## src/rtl/ibex_instr_bus_responder.sv

```systemverilog
`default_nettype none
// ============================================================================
//  Module      : ibex_instr_bus_responder
//  Description : Instruction-bus slave for an Ibex-style fetch port. Grants
//                fetches while fewer than MaxOutstanding are pending, reads a
//                single-cycle SRAM for in-range aligned addresses, flags the
//                rest as bus errors, and returns responses in grant order
//                through a one-entry stage (S1) backed by a small FIFO.
//  Revision    : 1.0 - initial release
// ============================================================================
module ibex_instr_bus_responder #(
  parameter logic [31:0] AddrBase       = 32'h0010_0000,
  parameter logic [31:0] AddrSize       = 32'h0001_0000,
  parameter int unsigned MaxOutstanding = 2
) (
  input  logic                           clk_i,
  input  logic                           rst_i,
  input  logic                           instr_req_i,
  input  logic [31:0]                    instr_addr_i,
  output logic                           instr_gnt_o,
  output logic                           instr_rvalid_o,
  output logic [31:0]                    instr_rdata_o,
  output logic                           instr_err_o,
  input  logic                           gnt_stall_i,
  input  logic                           rsp_stall_i,
  output logic                           mem_req_o,
  output logic [$clog2(AddrSize)-3:0]    mem_addr_o,
  input  logic [31:0]                    mem_rdata_i,
  output logic [2:0]                     outstanding_o,
  output logic                           busy_o
);

  localparam int unsigned c_MEM_AW  = $clog2(AddrSize) - 2;
  localparam logic [2:0]  c_MAX_OUT = 3'(MaxOutstanding);
  localparam logic [1:0]  c_MAX_PTR = 2'(MaxOutstanding - 1);
  localparam logic [32:0] c_LO      = {1'b0, AddrBase};
  localparam logic [32:0] c_HI      = {1'b0, AddrBase} + {1'b0, AddrSize};

  // Pending-response bookkeeping
  logic [2:0]  outstanding_q, outstanding_d;
  logic        s1_valid_q, s1_valid_d;
  logic        s1_err_q, s1_err_d;
  logic [1:0]  rd_ptr_q, rd_ptr_d;
  logic [1:0]  wr_ptr_q, wr_ptr_d;
  logic [2:0]  fifo_cnt_q, fifo_cnt_d;
  // FIFO entries are {err, rdata}; sized for the largest legal depth
  logic [32:0] fifo_q [4];

  logic [32:0] w_a33;
  logic        w_legal;
  logic        w_gnt;
  logic [31:0] w_offset;
  logic [31:0] w_s1_rdata;
  logic        w_fifo_empty;
  logic [32:0] w_src;
  logic        w_src_valid;
  logic        w_rvalid;
  logic        w_push;
  logic        w_pop;
  logic        unused_offset;

  function automatic logic [1:0] ptr_inc(input logic [1:0] p);
    ptr_inc = (p == c_MAX_PTR) ? 2'd0 : p + 2'd1;
  endfunction

  // Address decode, grant and SRAM strobe (all combinational on the request)
  always_comb begin
    w_a33    = {1'b0, instr_addr_i};
    // 33-bit compare so AddrBase+AddrSize can reach 2^32 without wrapping
    w_legal  = (w_a33 >= c_LO) && (w_a33 < c_HI) && (instr_addr_i[1:0] == 2'b00);
    w_gnt    = ~rst_i & instr_req_i & ~gnt_stall_i & (outstanding_q < c_MAX_OUT);
    w_offset = instr_addr_i - AddrBase;
  end

  assign unused_offset = ^{w_offset[31:c_MEM_AW+2], w_offset[1:0]};

  assign instr_gnt_o = w_gnt;
  assign mem_req_o   = w_gnt & w_legal;
  assign mem_addr_o  = mem_req_o ? w_offset[c_MEM_AW+1:2] : '0;

  // Response selection: oldest FIFO entry wins, otherwise the S1 stage
  always_comb begin
    // SRAM data arrives the cycle after the strobe, i.e. while S1 holds it
    w_s1_rdata   = s1_err_q ? 32'h0 : mem_rdata_i;
    w_fifo_empty = (fifo_cnt_q == 3'd0);
    w_src        = w_fifo_empty ? {s1_err_q, w_s1_rdata} : fifo_q[rd_ptr_q];
    w_src_valid  = w_fifo_empty ? s1_valid_q : 1'b1;
    w_rvalid     = ~rst_i & w_src_valid & ~rsp_stall_i;
    w_pop        = w_rvalid & ~w_fifo_empty;
    // S1 is parked in the FIFO unless it went straight out this cycle
    w_push       = s1_valid_q & ~(w_rvalid & w_fifo_empty);
  end

  assign instr_rvalid_o = w_rvalid;
  assign instr_rdata_o  = w_rvalid ? w_src[31:0] : 32'h0;
  assign instr_err_o    = w_rvalid ? w_src[32] : 1'b0;
  assign outstanding_o  = rst_i ? 3'd0 : outstanding_q;
  assign busy_o         = ~rst_i & (outstanding_q != 3'd0);

  // Next-state for S1, FIFO pointers/count and the outstanding counter
  always_comb begin
    s1_valid_d    = w_gnt;
    s1_err_d      = ~w_legal;
    rd_ptr_d      = w_pop  ? ptr_inc(rd_ptr_q) : rd_ptr_q;
    wr_ptr_d      = w_push ? ptr_inc(wr_ptr_q) : wr_ptr_q;
    fifo_cnt_d    = fifo_cnt_q;
    outstanding_d = outstanding_q;
    case ({w_push, w_pop})
      2'b10:   fifo_cnt_d = fifo_cnt_q + 3'd1;
      2'b01:   fifo_cnt_d = fifo_cnt_q - 3'd1;
      default: fifo_cnt_d = fifo_cnt_q;
    endcase
    case ({w_gnt, w_rvalid})
      2'b10:   outstanding_d = outstanding_q + 3'd1;
      2'b01:   outstanding_d = outstanding_q - 3'd1;
      default: outstanding_d = outstanding_q;
    endcase
  end

  // State registers; reset discards every in-flight response
  always_ff @(posedge clk_i) begin
    if (rst_i) begin
      s1_valid_q    <= 1'b0;
      s1_err_q      <= 1'b0;
      rd_ptr_q      <= 2'd0;
      wr_ptr_q      <= 2'd0;
      fifo_cnt_q    <= 3'd0;
      outstanding_q <= 3'd0;
    end else begin
      s1_valid_q    <= s1_valid_d;
      s1_err_q      <= s1_err_d;
      rd_ptr_q      <= rd_ptr_d;
      wr_ptr_q      <= wr_ptr_d;
      fifo_cnt_q    <= fifo_cnt_d;
      outstanding_q <= outstanding_d;
    end
  end

  // FIFO storage; contents are don't-care once the count is cleared
  always_ff @(posedge clk_i) begin
    if (w_push) begin
      fifo_q[wr_ptr_q] <= {s1_err_q, w_s1_rdata};
    end
  end

endmodule
`default_nettype wire

```

## config.mk

```make
export PLATFORM = sky130hd
export DESIGN_NAME = ibex_instr_bus_responder
export DESIGN_NICKNAME = d
export VERILOG_FILES = /design/src/rtl/ibex_instr_bus_responder.sv
export SDC_FILE = /design/constraint.sdc
export NUM_CORES = 1
export LEC_CHECK = 0
export CORE_MARGIN = 2
export CORE_UTILIZATION = 40
export DETAILED_ROUTE_END_ITERATION = 10
export MAX_ROUTING_LAYER = met4
export SKIP_CTS_REPAIR_TIMING = 1
export SLEW_MARGIN = 20
export SYNTH_ARGS = -nofsm -noshare
export SYNTH_HDL_FRONTEND = slang
export SYNTH_SLANG_ARGS = --single-unit
```

## constraint.sdc

```tcl
create_clock -name clk_i -period 12.6 [get_ports clk_i]
set_input_delay 3.78 -clock clk_i [delete_from_list [all_inputs] [get_ports clk_i]]
set_output_delay 3.78 -clock clk_i [all_outputs]
set_load 0.01 [all_outputs]
```

# ---- Word level (Yosys, flattened, before mapping)
# Memory sizes are Yosys's and may differ from the RTL's. A register that Yosys moved wholly into a read port is not among the register bits.
# Index checks and enable logic that the tools add are counted.
# Widths: inputs -> output; s select.
dict set report classes {
  n_eq_ne 6
  n_addsub 7
  mux 15
  reduce_logical 7
  n_lt_le_gt_ge 3
  n_bitwise 16
}
# operator count
set op_table {}
lappend op_table {{$mux 32} 2}
lappend op_table {{$mux 33} 1}
lappend op_table {{$ge 32x21->1 const B} 1}
lappend op_table {{$lt 32x21->1 const B} 1}
lappend op_table {{$sub 16x1->16 const B} 1}
lappend op_table {{$mux 14} 1}
lappend op_table {{$pmux 3 s2} 2}
lappend op_table {{$and 1x1->1} 10}
lappend op_table {{$eq 2x1->1 const B} 4}
lappend op_table {{$mux 2} 4}
lappend op_table {{$add 3x1->3 const B} 2}
lappend op_table {{$not 1->1} 6}
lappend op_table {{$sub 3x1->3 const B} 2}
lappend op_table {{$add 2x1->2 const B} 2}
lappend op_table {{$eq 2x2->1 const B} 2}
lappend op_table {{$mux 1} 4}
lappend op_table {{$reduce_bool 2->1} 2}
lappend op_table {{$logic_not 3->1} 1}
lappend op_table {{$lt 3x2->1 const B} 1}
lappend op_table {{$mux 3} 1}
lappend op_table {{$reduce_bool 3->1} 1}
lappend op_table {{$logic_and 1x1->1} 2}
lappend op_table {{$logic_not 2->1} 1}
dict set report totals {
  wordCells 61
  n_memories 1
  output_inout_bits 54
  ramBits 132
  register_bits 12
  in_bits 69
}
# name depth width rd rd_clocked_by_memory_dff wr line
set mem_list {}
lappend mem_list {fifo_q 4 33 1 1 1 47} ;# logic [32:0] fifo_q [4];

# ---- Longest topological paths before layout
dict set report depth {
  word_depth 9
  depth_mapped 9
  depth_no_buf 9
}

# ---- Worst setup path after synthesis
# OpenSTA, ideal clock, no wires.
dict set report synth_timing {
  kind {in2out}
  start {in instr_addr_i[1]}
  end {out mem_addr_o[10]}
  path_buffers 1
  cell_stages 4
  setup_slack_ns 4.070
  required_ns 8.820
  t_arrival_ns 4.750
  path_cell_list {nor4_1 -> nand4b_2 -> buf_4 -> nor3_2}
}
dict set report synth_between {
  elab_chain_len 5
  word_cells_on_any_way 8
  cone_classes {add/sub: 1; order compare: 2; mux: 1; bitwise: 1; reduce/logical: 3}
}
# item line
set synth_rtl {}
lappend synth_rtl {{start: declaration} 19} ;# input logic [31:0] instr_addr_i,
lappend synth_rtl {{$ge 32x21->1 / $lt 32x21->1 (equally long branches)} 70} ;# w_legal = (w_a33 >= c_LO) && (w_a33 < c_HI) && (instr_addr_i[1:0] == 2'b00);
lappend synth_rtl {{$logic_and 1x1->1 (2 in series)} 70}
lappend synth_rtl {{$and 1x1->1} 78} ;# assign mem_req_o = w_gnt & w_legal;
lappend synth_rtl {{$mux 14 (*)} 79} ;# assign mem_addr_o = mem_req_o ? w_offset[c_MEM_AW+1:2] : '0;
lappend synth_rtl {{end: declaration} 27} ;# output logic [$clog2(AddrSize)-3:0] mem_addr_o,
# Mark *: on every way between the ends. The rest lies on a longest branch, timed or not.

# ---- Final worst setup path
dict set report layout_timing {
  start {in rst_i}
  end {out instr_rdata_o[30]}
}
dict set report layout_between {
  elab_chain_len 4
}
# item line
set layout_rtl {}
lappend layout_rtl {{start: declaration} 17} ;# input logic rst_i,
lappend layout_rtl {{$not 1->1} 88} ;# w_rvalid = ~rst_i & w_src_valid & ~rsp_stall_i;
lappend layout_rtl {{$and 1x1->1 (2 in series)} 88}
lappend layout_rtl {{$mux 32} 95} ;# assign instr_rdata_o = w_rvalid ? w_src[31:0] : 32'h0;
lappend layout_rtl {{end: declaration} 22} ;# output logic [31:0] instr_rdata_o,
# No other way between the ends.

==> flow_summary.ini <==
[outcome]
status = finished clean

[power]
ir_drop_v = 0.0000950
p_seq_frac = 0.459
p_leak_nw = 2.73
power_density_nw_per_um2 = 141
combPwrFrac = 0.063
internal_power_uw = 966
p_switching_uw = 212
swShare = 0.180
p_clk_frac = 0.479

[timing]
period_minus_slack_ps = 10250
setup_viol = 0
worst_slew_pin_slew_ps = 947
finalHoldViolCount = 0
clock_skew_ps = 9.23
fin_tns_setup_ps = 0
slew_violations = 0
rsz0062_at_grt = no
fin_crit_sh = 0.813
maxSlewHeadroom = 0.367
finalHoldWorstSlack_ps = 443
timing.fmax_mhz = 97.6

[setup_path]
cp.arrival_ps = 6470
critPathMaxStageDelay_ps = 730
crit_slowest_cell = nor2_4
reg2reg_depth = 8
path_delay_family = buffers and inverters
r2r_end = fifo_cnt_q[2]
r2r_start = fifo_cnt_q[0]
cp_common_cell = clkdlybuf4s50_1
worstPathMaxFanout = 34
worstPathCellList = clkdlybuf4s50_1 > or2_1 > nor2_4 > a22o_1 > clkdlybuf4s50_1
critical_path_class = primary input to output port
path_buf_inv = 2
rrSetupSlack_ps = 9880
setup.worst_path.end_class = output port
startpoint_type = primary input
crit_required_ps = 8820

[synth]
syn_area_sq_um = 6300
synth.distinct_cells = 37
yosysWarnings = 0
syn-num-nets = 436
yosysSeqAreaShare = 0.673
ys_ff_latch = 146
syn_inst = 363
syn_avg_cell_area_sq_um = 17.4

[final_layout]
design_area_sq_um = 8350
fin_cells = 711
fillCellCount = 1240
diodes = 0
syn2layout_area_growth_pct = 32.4
drive_gt1_frac = 0.170
register_area_sq_um = 4250
multi_input_area_sq_um = 1820
nNetsFinal = 561

[grt]
grt_start_max_net_pins = 38
grt_pass1_vias = 3763
grt_most_used_layer = met2
grt_use_met1 = 0.206
grt_pass1_wl_um = 19900
overflow = 0
met2_usage = 0.274
grt_use_met3 = 0.0347
track_usage = 0.166
grt_antenna_before_repair = 0

[job]
drv_cap = 0

[detailed_routing]
via_count = 3631
drt_pass1_iterations = 5
drc_errors = 0
routedWlPerCell_um = 18.0
vias_per_cell = 5.11
drt-total-wl_um = 12800
ant_nets = 0
drtIter0Drc = 244

[cts]
cts_tree = yes
cts-root-buf = clkbuf_16
clkTransAtPathRegs_ps = 60
clkLatencyLatePin_ps = 410
cts.sinks = 146
cts_inserted_buffers = 17
h-tree-depth = 4
cts_buffer_depth = 2

[placement]
place_inst = 680
placed_cell_area_sq_um = 7680
routabilityCongestion = 0.746
port_buffers = 122
dpl.hpwl_um = 7890

[worst_hold_path]
hold_depth = 1
holdCritStartpoint = rd_ptr_q[1]
hold_class = register to register

[die]
fp.dieW_um = 130
die_height_um = 130
initial_core_util = 0.412
core_area_sq_um = 15300
pin_count = 123
row_count = 45
die_area_sq_um = 16800
-- kinds of logic (layout without fill, tap and decap cells) --
family          Yosys count  count (layout)  share of synthesized area
xor+xnor                  4               4                    0.00556
flops                   146             146                      0.673
compound gates           46              46                     0.0587
buf+inv                  45             182                     0.0421
fa+ha+maj                 4               4                     0.0103
mux                      34              34                      0.121
simple gates             84              84                     0.0887
-- flip-flops by register name (all words and copies together) (netlist names), named ones only --
name           count
s1_valid_q         1
fifo_cnt_q         3
wr_ptr_q           2
fifo_q           132
s1_err_q           1
outstanding_q      3
rd_ptr_q           2
-- cells in the mapped netlist, drive strengths merged --
master  number  area share
fa           2      0.0064
xor2         4      0.0056
mux2         1      0.0018
mux4        33        0.12
nor3b        2      0.0024
a22o        33       0.046
inv         24       0.014
edfxtp     132        0.63
a21boi       1      0.0018
a21oi        6      0.0048
nor3        16       0.022
nor4b        2      0.0052
ha           2      0.0040
nor2        13      0.0085
and2b        1      0.0012
dfxtp       14       0.044
and3         2      0.0020
buf         17       0.025
nand3        2      0.0016
nor4         3      0.0030
o311a        1      0.0016
or3          4      0.0040
nand2        2      0.0012
or2          1     0.00099
o21ai        3      0.0024
clkbuf       4      0.0024
o21a         2      0.0024
nand4b       1      0.0024
nor2b       35       0.035
-- through the flow --
step	setup slack (ps)	total power, mW	utilization
final	2350	1.18	0.545
after CTS	2300	1.19	0.545
after floorplan	4070	0.587	-
after global routing	2170	1.21	0.545
after detailed placement	2340	0.625	0.501
after global placement	2340	0.623	0.501
-- cell usage in the layout (no fill, tap or decap), types with 10 or more instances in the layout --
cell type / synthesis / layout
nor3_2: 9 / 10
nor2b_1: 35 / 35
dfxtp_1: 14 / 11
mux4_2: 30 / 30
inv_1: 24 / 24
clkbuf_16: 0 / 17
clkdlybuf4s50_1: 0 / 122
edfxtp_1: 132 / 132
nor2_1: 11 / 11
a22o_1: 33 / 33
-- layout make-up --
type                       instances  area share
sequential                       146       0.509
clock inverter                    11      0.0280
timing repair buffer             127       0.151
tap                              211      0.0316
inverter                          24      0.0108
multi-input combinational        172       0.218
clock buffer                      20      0.0523
-- worst max-delay path by stage --
stage	start	endpoint	cells past startpoint
6_report	rst_i	instr_rdata_o[30]	5
3_5_place_dp	rst_i	instr_rdata_o[15]	5
4_1_cts	rst_i	instr_rdata_o[30]	5
2_1_floorplan	instr_addr_i[1]	mem_addr_o[10]	4
5_1_grt	rst_i	instr_rdata_o[24]	5
3_3_place_gp	rst_i	instr_rdata_o[15]	5
-- metal layers --
metal / part of all wire / routed length (um) / vias up
li1: - / - / 1670
met1: 0.44 / 5610 / 1823
met2: 0.50 / 6410 / 125
met3: 0.047 / 606 / 13
met4: 0.012 / 149 / 0
met5: 0 / 0 / -
-- power by group through the flow --
stage	clock, mW	sequential [mW]	combinational, mW
3_3_place_gp	0	0.550	0.0732
2_1_floorplan	0	0.547	0.0403
6_report	0.564	0.540	0.0737
4_1_cts	0.573	0.541	0.0749
3_5_place_dp	0	0.551	0.0743
5_1_grt	0.591	0.541	0.0806
Note: power is estimated with default switching activity, not from simulation.
